===== src/rtl/cla4_seq_adder_if.sv =====
// Request/result bundle for the nibble-serial adder.
// The requester drives the operands and start; the adder returns the handshake, result and flags.

interface cla4_seq_adder_if #(
  parameter int WIDTH = 64
);
  logic             start;
  logic             sub;
  logic [WIDTH-1:0] a;
  logic [WIDTH-1:0] b;
  logic             cIn;
  logic             ready;
  logic             done;
  logic [WIDTH-1:0] s;
  logic             cOut;
  logic             overflow;
  logic             zero;

  modport master (
    output start, sub, a, b, cIn,
    input  ready, done, s, cOut, overflow, zero
  );

  modport slave (
    input  start, sub, a, b, cIn,
    output ready, done, s, cOut, overflow, zero
  );
endinterface


===== src/rtl/cla4_seq_adder.sv =====
// Multi-cycle adder/subtractor: one 4-bit carry-lookahead slice is stepped over the
// operands LSB nibble first, with the slice carry-out registered as the next carry-in.

module cla4 (
  input  logic [3:0] i_a,
  input  logic [3:0] i_b,
  input  logic       i_c,
  output logic [3:0] o_sum,
  output logic       o_cout
);
  logic [3:0] w_g;
  logic [3:0] w_p;
  logic [4:0] w_c;

  assign w_g    = i_a & i_b;
  assign w_p    = i_a ^ i_b;
  assign w_c[0] = i_c;
  assign w_c[1] = w_g[0] | (w_p[0] & w_c[0]);
  assign w_c[2] = w_g[1] | (w_p[1] & w_g[0]) | (w_p[1] & w_p[0] & w_c[0]);
  assign w_c[3] = w_g[2] | (w_p[2] & w_g[1]) | (w_p[2] & w_p[1] & w_g[0])
                | (w_p[2] & w_p[1] & w_p[0] & w_c[0]);
  assign w_c[4] = w_g[3] | (w_p[3] & w_g[2]) | (w_p[3] & w_p[2] & w_g[1])
                | (w_p[3] & w_p[2] & w_p[1] & w_g[0])
                | (w_p[3] & w_p[2] & w_p[1] & w_p[0] & w_c[0]);
  assign o_sum  = w_p ^ w_c[3:0];
  assign o_cout = w_c[4];
endmodule

module cla4_seq_adder #(
  parameter int WIDTH = 64
) (
  input  logic              clk,
  input  logic              reset,
  cla4_seq_adder_if.slave   bus
);
  localparam int NIBBLES = WIDTH / 4;
  localparam int CW      = (NIBBLES > 1) ? $clog2(NIBBLES) : 1;
  localparam logic [CW-1:0] LAST = CW'(NIBBLES - 1);

  generate
    if (((WIDTH % 4) != 0) || (WIDTH < 8)) begin : g_badWidth
      $error("cla4_seq_adder: WIDTH must be a multiple of 4 and >= 8");
    end
  endgenerate

  typedef enum logic [1:0] {IDLE, RUN, DONE} state_t;

  state_t           r_state;
  state_t           w_stateNext;
  logic [CW-1:0]    r_cnt;
  logic             r_carry;
  logic [WIDTH-1:0] r_a;
  logic [WIDTH-1:0] r_b;
  logic [WIDTH-1:0] r_s;
  logic             r_cOut;
  logic             r_ovf;
  logic             r_zero;

  logic             w_accept;
  logic             w_last;
  logic [CW+1:0]    w_base;
  logic [3:0]       w_sum;
  logic             w_cout;
  logic [WIDTH-1:0] w_sNext;

  assign w_accept = (r_state == IDLE) && bus.start;
  assign w_last   = (r_state == RUN) && (r_cnt == LAST);
  assign w_base   = {r_cnt, 2'b00};

  cla4 u_slice (
    .i_a    (r_a[w_base +: 4]),
    .i_b    (r_b[w_base +: 4]),
    .i_c    (r_carry),
    .o_sum  (w_sum),
    .o_cout (w_cout)
  );

  // The zero flag must see the final nibble, so it is computed from the merged result.
  always_comb begin
    w_sNext                = r_s;
    w_sNext[w_base +: 4]   = w_sum;
  end

  always_ff @(posedge clk) begin
    if (reset) r_state <= IDLE;
    else       r_state <= w_stateNext;
  end

  always_comb begin
    w_stateNext = r_state;
    case (r_state)
      IDLE:    if (bus.start) w_stateNext = RUN;
      RUN:     if (r_cnt == LAST) w_stateNext = DONE;
      DONE:    w_stateNext = IDLE;
      default: w_stateNext = IDLE;
    endcase
  end

  // Subtraction is a + ~b + 1, so B is inverted once at accept and the carry seeded with 1.
  always_ff @(posedge clk) begin
    if (reset) begin
      r_cnt   <= '0;
      r_carry <= 1'b0;
      r_a     <= '0;
      r_b     <= '0;
      r_s     <= '0;
      r_cOut  <= 1'b0;
      r_ovf   <= 1'b0;
      r_zero  <= 1'b0;
    end else if (w_accept) begin
      r_a     <= bus.a;
      r_b     <= bus.sub ? ~bus.b : bus.b;
      r_carry <= bus.sub | bus.cIn;
      r_cnt   <= '0;
      r_s     <= '0;
      r_cOut  <= 1'b0;
      r_ovf   <= 1'b0;
      r_zero  <= 1'b0;
    end else if (r_state == RUN) begin
      r_s     <= w_sNext;
      r_carry <= w_cout;
      if (w_last) begin
        r_cnt  <= '0;
        r_cOut <= w_cout;
        r_ovf  <= r_a[WIDTH-1] ^ r_b[WIDTH-1] ^ w_sum[3] ^ w_cout;
        r_zero <= (w_sNext == '0);
      end else begin
        r_cnt  <= r_cnt + CW'(1);
      end
    end
  end

  assign bus.ready    = (r_state == IDLE);
  assign bus.done     = (r_state == DONE);
  assign bus.s        = r_s;
  assign bus.cOut     = r_cOut;
  assign bus.overflow = r_ovf;
  assign bus.zero     = r_zero;
endmodule


===== src/flat_wrapper.sv =====
// flat-port wrapper written by rule: the top's interface ports become plain ports
module cla4_seq_adder_flat 
#(
  parameter int WIDTH = 64
)
  (clk, reset, bus_start, bus_sub, bus_a, bus_b, bus_cIn, bus_ready, bus_done, bus_s, bus_cOut, bus_overflow, bus_zero);
  cla4_seq_adder_if #(.WIDTH(WIDTH)) bus_i ();
  input  logic clk;
  input  logic reset;
  input wire logic [$bits(bus_i.start)-1:0] bus_start;
  input wire logic [$bits(bus_i.sub)-1:0] bus_sub;
  input wire logic [$bits(bus_i.a)-1:0] bus_a;
  input wire logic [$bits(bus_i.b)-1:0] bus_b;
  input wire logic [$bits(bus_i.cIn)-1:0] bus_cIn;
  output wire logic [$bits(bus_i.ready)-1:0] bus_ready;
  output wire logic [$bits(bus_i.done)-1:0] bus_done;
  output wire logic [$bits(bus_i.s)-1:0] bus_s;
  output wire logic [$bits(bus_i.cOut)-1:0] bus_cOut;
  output wire logic [$bits(bus_i.overflow)-1:0] bus_overflow;
  output wire logic [$bits(bus_i.zero)-1:0] bus_zero;
  assign bus_i.start = bus_start;
  assign bus_i.sub = bus_sub;
  assign bus_i.a = bus_a;
  assign bus_i.b = bus_b;
  assign bus_i.cIn = bus_cIn;
  assign bus_ready = bus_i.ready;
  assign bus_done = bus_i.done;
  assign bus_s = bus_i.s;
  assign bus_cOut = bus_i.cOut;
  assign bus_overflow = bus_i.overflow;
  assign bus_zero = bus_i.zero;
  cla4_seq_adder #(.WIDTH(WIDTH)) u_core (.clk(clk), .reset(reset), .bus(bus_i));
endmodule

===== config.mk =====
export PLATFORM = sky130hd
export DESIGN_NAME = cla4_seq_adder_flat
export DESIGN_NICKNAME = d
export VERILOG_FILES = /design/src/rtl/cla4_seq_adder_if.sv /design/src/rtl/cla4_seq_adder.sv /design/src/flat_wrapper.sv
export SDC_FILE = /design/constraint.sdc
export NUM_CORES = 1
export LEC_CHECK = 0
export ABC_AREA = 1
export CAP_MARGIN = 20
export CELL_PAD_IN_SITES_DETAIL_PLACEMENT = 1
export CELL_PAD_IN_SITES_GLOBAL_PLACEMENT = 2
export CORE_MARGIN = 4
export CORE_UTILIZATION = 31
export DETAILED_ROUTE_END_ITERATION = 7
export PLACE_DENSITY = 0.85
export SLEW_MARGIN = 20
export SYNTH_ARGS = -nofsm -noshare
export SYNTH_HDL_FRONTEND = slang
export SYNTH_SLANG_ARGS = --single-unit

===== constraint.sdc =====
create_clock -name clk -period 10 [get_ports clk]
set_input_delay 1 -clock clk [delete_from_list [all_inputs] [get_ports clk]]
set_output_delay 1 -clock clk [all_outputs]
set_load 0.01 [all_outputs]

# Word-level counts from Yosys, hierarchy flattened
# Index checks and enable logic that the tools add are counted.
# totals
ff_bits	202
output_inout_bits	69
word_cells	70
# classes
reduce_logical	8
bitwise	34
n_addsub	2
eq_ne	5
mux	8
shift	4
# ops
cell	count
$shiftx A64 B7 Y4	2
$bwmux W64	1
$logic_not A64 Y1	1
$mux W64	1
$not A64 Y64	1
$shift A4 B8 Y64 const A	1
$shiftx A4 B8 Y64	1
$and A1 B1 Y1	16
$or A1 B1 Y1	11
$neg A6 Y8	1
$xor A4 B4 Y4	2
$add A4 B1 Y4 const B	1
$and A4 B4 Y4	1
$eq A4 B4 Y1 const B	1
$mux W2	2
$mux W4	1
$pmux W2 S2	1
$reduce_and A2 Y1	2
$xor A1 B1 Y1	3
$eq A2 B1 Y1 const B	1
$eq A2 B2 Y1 const B	1
$logic_and A1 B1 Y1	2
$logic_not A2 Y1	1
$mux W1	2
other kinds (4)	4

# Logic depth before layout (Yosys ltp)
# depth
word_depth	10
mapped_depth	25

# Cells and area by module
# Synthesis repeated with hierarchy kept, for this count alone.
# hier_totals
hier_cells	1550
area_unflattened_um2	10411.2
# by_module_without_submodules
mod	area_per_inst_um2	n_inst	cells_each	seq_area_each_um2
cla4_seq_adder	10222.3	1	1519	4043.9
cla4	188.9	1	31	0.0

# Worst setup path before layout
# Ideal clock, no wire load.
# synth_timing
path_type	register to register
startpoint	register u_core.r_cnt[0]
endpoint	register u_core.r_zero (netlist: u_core.bus.zero)
period_less_slack_ns	3.204
path_stages_with_launch	21
slack_ns	6.796
arrival_ns	3.146
n_path_buf	3
path_cell_list	dfxtp_1 -> clkbuf_1 -> clkbuf_1 -> clkbuf_1 -> o21ai_0 -> o221ai_1 -> o211ai_1 -> nand3_1 -> ha_1 -> or2_2 -> nand3_1 -> nand2_1 -> nand2_1 -> nor2_1 -> o21bai_1 -> nand2_1 -> nor2_1 -> nand2_1 -> nor2_1 -> nand3_1 -> nand2_1
# synth_between
elab_chain_len	10
word_cells_on_any_way	28
cone_classes	add/sub (1); eq/ne (1); shift (4); mux (1); bitwise (18); reduce/logical (3)
# synth_lines
item	line	source
start: declaration	cla4_seq_adder.sv:50	logic [CW-1:0] r_cnt;
start signal: assignment	cla4_seq_adder.sv:128	r_cnt <= r_cnt + CW'(1);
$shiftx A64 B7 Y4 (on tied branches)	cla4_seq_adder.sv:71, cla4_seq_adder.sv:72	
$xor A4 B4 Y4 or $and A4 B4 Y4 (tied branches)	cla4_seq_adder.sv:16, cla4_seq_adder.sv:15	
$and A1 B1 Y1 (on tied branches)	cla4_seq_adder.sv:20, cla4_seq_adder.sv:21	
$or A1 B1 Y1 (tied with other cells)	cla4_seq_adder.sv:20	assign w_c[3] = w_g[2] | (w_p[2] & w_g[1]) | (w_p[2] & w_p[1] & w_g[0])
$or A1 B1 Y1 or $and A1 B1 Y1 (tied branches)	cla4_seq_adder.sv:20, cla4_seq_adder.sv:21	
$or A1 B1 Y1	cla4_seq_adder.sv:21	| (w_p[2] & w_p[1] & w_p[0] & w_c[0]);
$xor A4 B4 Y4	cla4_seq_adder.sv:25	assign o_sum = w_p ^ w_c[3:0];
$shiftx A4 B8 Y64	cla4_seq_adder.sv:81	w_sNext[w_base +: 4] = w_sum;
$bwmux W64	cla4_seq_adder.sv:81	
$logic_not A64 Y1	cla4_seq_adder.sv:126	r_zero <= (w_sNext == '0);
end signal: assignment	cla4_seq_adder.sv:126	
end: declaration	cla4_seq_adder.sv:57	logic r_zero;
# Parallel ways exist; a longest one is shown, timed or not.
# A chain may end at the register's enable or synchronous reset.

# Worst setup path in the final report
# Same ends and word-level chain as after synthesis.

==> run_results.csv <==
group,metric,value,unit
cts,insertion_delay,0.53,ns
grt,grt_max_degree,111,
placed_design,dp_hpwl,26100,um
cts,cts_resized,0,
cts,clkSlewWorstSetupHoldPaths,0.06,ns
setup_path,cp_data_required_time,10.42,ns
die,dieHeight,191,um
grt,grt_pass1_vias,10523,
sta,timing.final.setup_violations,0,
drt,drc,0,
setup_path,crit_path_max_incr_delay,0.52,ns
setup_path,slowest_stage,"buf_4",
synth,synth_area_leader_cell,"dfxtp_1",
finish,diodes,0,
sta,fin_crit_sh,43.0,%
sta,worst_pin_slew,1.02,ns
sta,finalSetupTns,0,ns
worst_hold_path,hold_class,"reg -> reg",
cts,h-tree-depth,1,
synth,ys_top_cells_by_count,"253 x nand2_1, 248 x nor2_1, 226 x o21ai_0",
synth,yosys_warnings,0,
run,cap_violations,0,
sta,slew_violations,0,
drt,vias,10378,
die,die_w,191,um
cts,cts.path.max_buffers,3,
grt,overflow,0,
sta,period_needed,4.30,ns
die,ioPinCount,202,
sta,hold_viol_final,0,
synth,yosys_most_used_dff,"dfxtp_1",
finish,syn_to_final_growth,31.1,%
die,start_util,31.7,%
setup_path,cp_max_fo,45,
synth,synth_most_common_cell,"nand2_1",
cts,tritoncts,"done",
sta,whs,0.457,ns
grt,antenna_found_initial,0,
synth,synth_top_cell_area_share,38.8,%
drt,wire_per_inst,17.2,um
sta,fin_skew,0.0114,ns
setup_path,worst-path-buf-inv,3,
die,core,32900,sq um
synth,ys_types,40,
setup_path,path_common_cell,"nand2_1",
synth,synthArstFlopShare,0,%
cts,holdBufCountCts,0,
synth,ys_seq_area_share,38.8,%
synth,synth.area.top_cells,"dfxtp_1 39%, o21ai_0 11%, nand2_1 9.1%, nor2_1 8.9%, inv_1 4.8%",
setup_path,crit_family,"simple AND/OR/NAND/NOR gates",
drt,drt-initial-drc-count,453,
synth,synth-seq-cells,202,
setup_path,crit_path_start_kind,"flop",
synth,syn-cell-area,10400,sq um
setup_path,crit_path_cell_trace,"inv_2, buf_4, a21oi_1, o21ai_0, nand2_1, nand2_1, nand3_1, fa_1, inv_1, nand2_1, nand2_1, nand2_1, nor2_1, nand2_1, o21ai_0, nor2_1, nand2_1, nor2_1, nand2_1, nor2_1, nand3_1, nand2_1",
drt,first_pass_iters,5,
placed_design,port_buffers,201,
cts,clock_sinks,202,
pwr,vdd_drop_max,121,uV
synth,synth_edf_count,0,
grt,grt_pass1_wl,57400,um
finish,fillers,4142,
synth,synth.net_count,1658,
sta,slew_headroom,32.3,%
setup_path,arrival,4.71,ns
drt,wl,36500,um
finish,multi_input_area,5470,sq um
grt,grtUsageTotal,19.3,%
sta,rsz0062_at_grt,"no",
drt,ant_nets,0,
cts,cts_setup_buffers,0,
finish,drive_above_1_share,6.21,%
die,rows,66,
pwr,p_leak,5.67,nW
setup_path,worstSetupEndpointType,"flop",
die,die-area,36600,sq um
pwr,p_per_area,175,nW/um^2
finish,register_area,4050,sq um
synth,synth_cells,1514,
placed_design,gp_congestion,0.821,
sta,timing.fmax,233,MHz
synth,syn_area_per_cell,6.88,sq um
finish,layout.nets,1802,
cts,root_buffer,"clkbuf_16",
pwr,total_power,2.39,mW
run_status,outcome,"finished clean",
drt,routed_via_density,4.90,
cts,cts_made_buffers,24,
setup_path,crit_type,"reg -> reg",
## worst reg2reg max path, cell delays in order, from the launching register on
cell	delay, ns
dfxtp_2	0.33
inv_2	0.46
buf_4	0.53
a21oi_1	0.16
o21ai_0	0.14
nand2_1	0.10
nand2_1	0.07
nand3_1	0.20
fa_1	0.50
inv_1	0.09
nand2_1	0.06
nand2_1	0.18
nand2_1	0.11
nor2_1	0.25
nand2_1	0.14
o21ai_0	0.37
nor2_1	0.09
nand2_1	0.07
nor2_1	0.04
nand2_1	0.06
nor2_1	0.04
nand3_1	0.14
nand2_1	0.07
## layout make-up
| cell class | count | area share [%] |
|---|---|---|
| Sequential cell | 202 | 29.6 |
| Inverter | 144 | 3.99 |
| Clock buffer | 30 | 4.93 |
| Tap cell | 442 | 4.05 |
| Multi-Input combinational cell | 1075 | 40.0 |
| Timing Repair Buffer | 211 | 15.3 |
| Clock inverter | 14 | 2.10 |
## routing by layer
layer	vias up	wire, um	track usage, %	share of wire (%)
met5	-	0	0	0
met4	0	822	4.61	2.3
met3	54	1620	2.32	4.4
met2	217	17300	33.2	47
met1	4876	16800	25.9	46
li1	5231	-	-	-
## power by group
group | internal, mW | switching (mW) | total (mW)
clock | 0.684 | 0.372 | 1.06
combinational | 0.178 | 0.262 | 0.440
sequential | 0.865 | 0.0339 | 0.898
total | 1.73 | 0.668 | 2.39
## flip-flops by register name, indices dropped and copies added, names as in the netlist
register,flops
u_core.r_a,64
u_core.bus.s,64
u_core.bus.zero,1
u_core.r_state,2
u_core.r_carry,1
u_core.bus.overflow,1
u_core.bus.cOut,1
u_core.r_b,64
u_core.r_cnt,4
## cells in the final DEF (no fill, tap or decap), drive strengths merged
cell type      synthesis  final
nand2                266    266
nor2                 261    261
o21ai                238    238
dfxtp                202    202
clkdlybuf4s50          0    200
inv                  142    143
a21oi                 74     74
nand3                 58     58
xnor2                 52     52
o211ai                33     33
o22ai                 30     30
clkbuf                71     30
xor2                  15     15
a211oi                15     15
buf                   22     11
ha                    10     10
bufinv                 0      8
or2                    8      8
o221ai                 5      5
clkinv                 2      5
nand4                  3      3
a22o                   2      2
clkinvlp               0      2
o21bai                 1      1
a32oi                  1      1
nor4                   1      1
a31oi                  1      1
fa                     1      1
## cells by family after synthesis
group / after synthesis / share of synthesized area (%)
compound gates: 400 / 21.1
xor+xnor: 67 / 5.63
fa+ha+maj: 11 / 1.39
buf+inv: 237 / 8.85
flops: 202 / 38.8
simple gates: 597 / 24.3
## metrics by stage
stage | utilization [%] | worst slack (ns) | instances | cell area [sq um]
2_1_floorplan | - | 6.80 | 1514 | 10400
3_3_place_gp | 38.6 | 5.67 | 2074 | 12700
3_5_place_dp | 38.6 | 5.53 | 2074 | 12700
4_1_cts | 41.5 | 5.74 | 2118 | 13700
5_1_grt | 41.6 | 5.47 | 2118 | 13700
6_report | 41.6 | 5.70 | 2118 | 13700
## final timing paths
path                                       from              end  slack, ns  cells after the start
worst max-delay path            u_core.r_cnt[0]  u_core.bus.zero       5.70                     22
worst min-delay path             u_core.r_b[31]   u_core.r_b[31]       0.46                      2
worst max register to register  u_core.r_cnt[0]  u_core.bus.zero       5.70                     22
worst min register to register   u_core.r_b[31]   u_core.r_b[31]       0.46                      2
(Power assumes the default switching activity.)
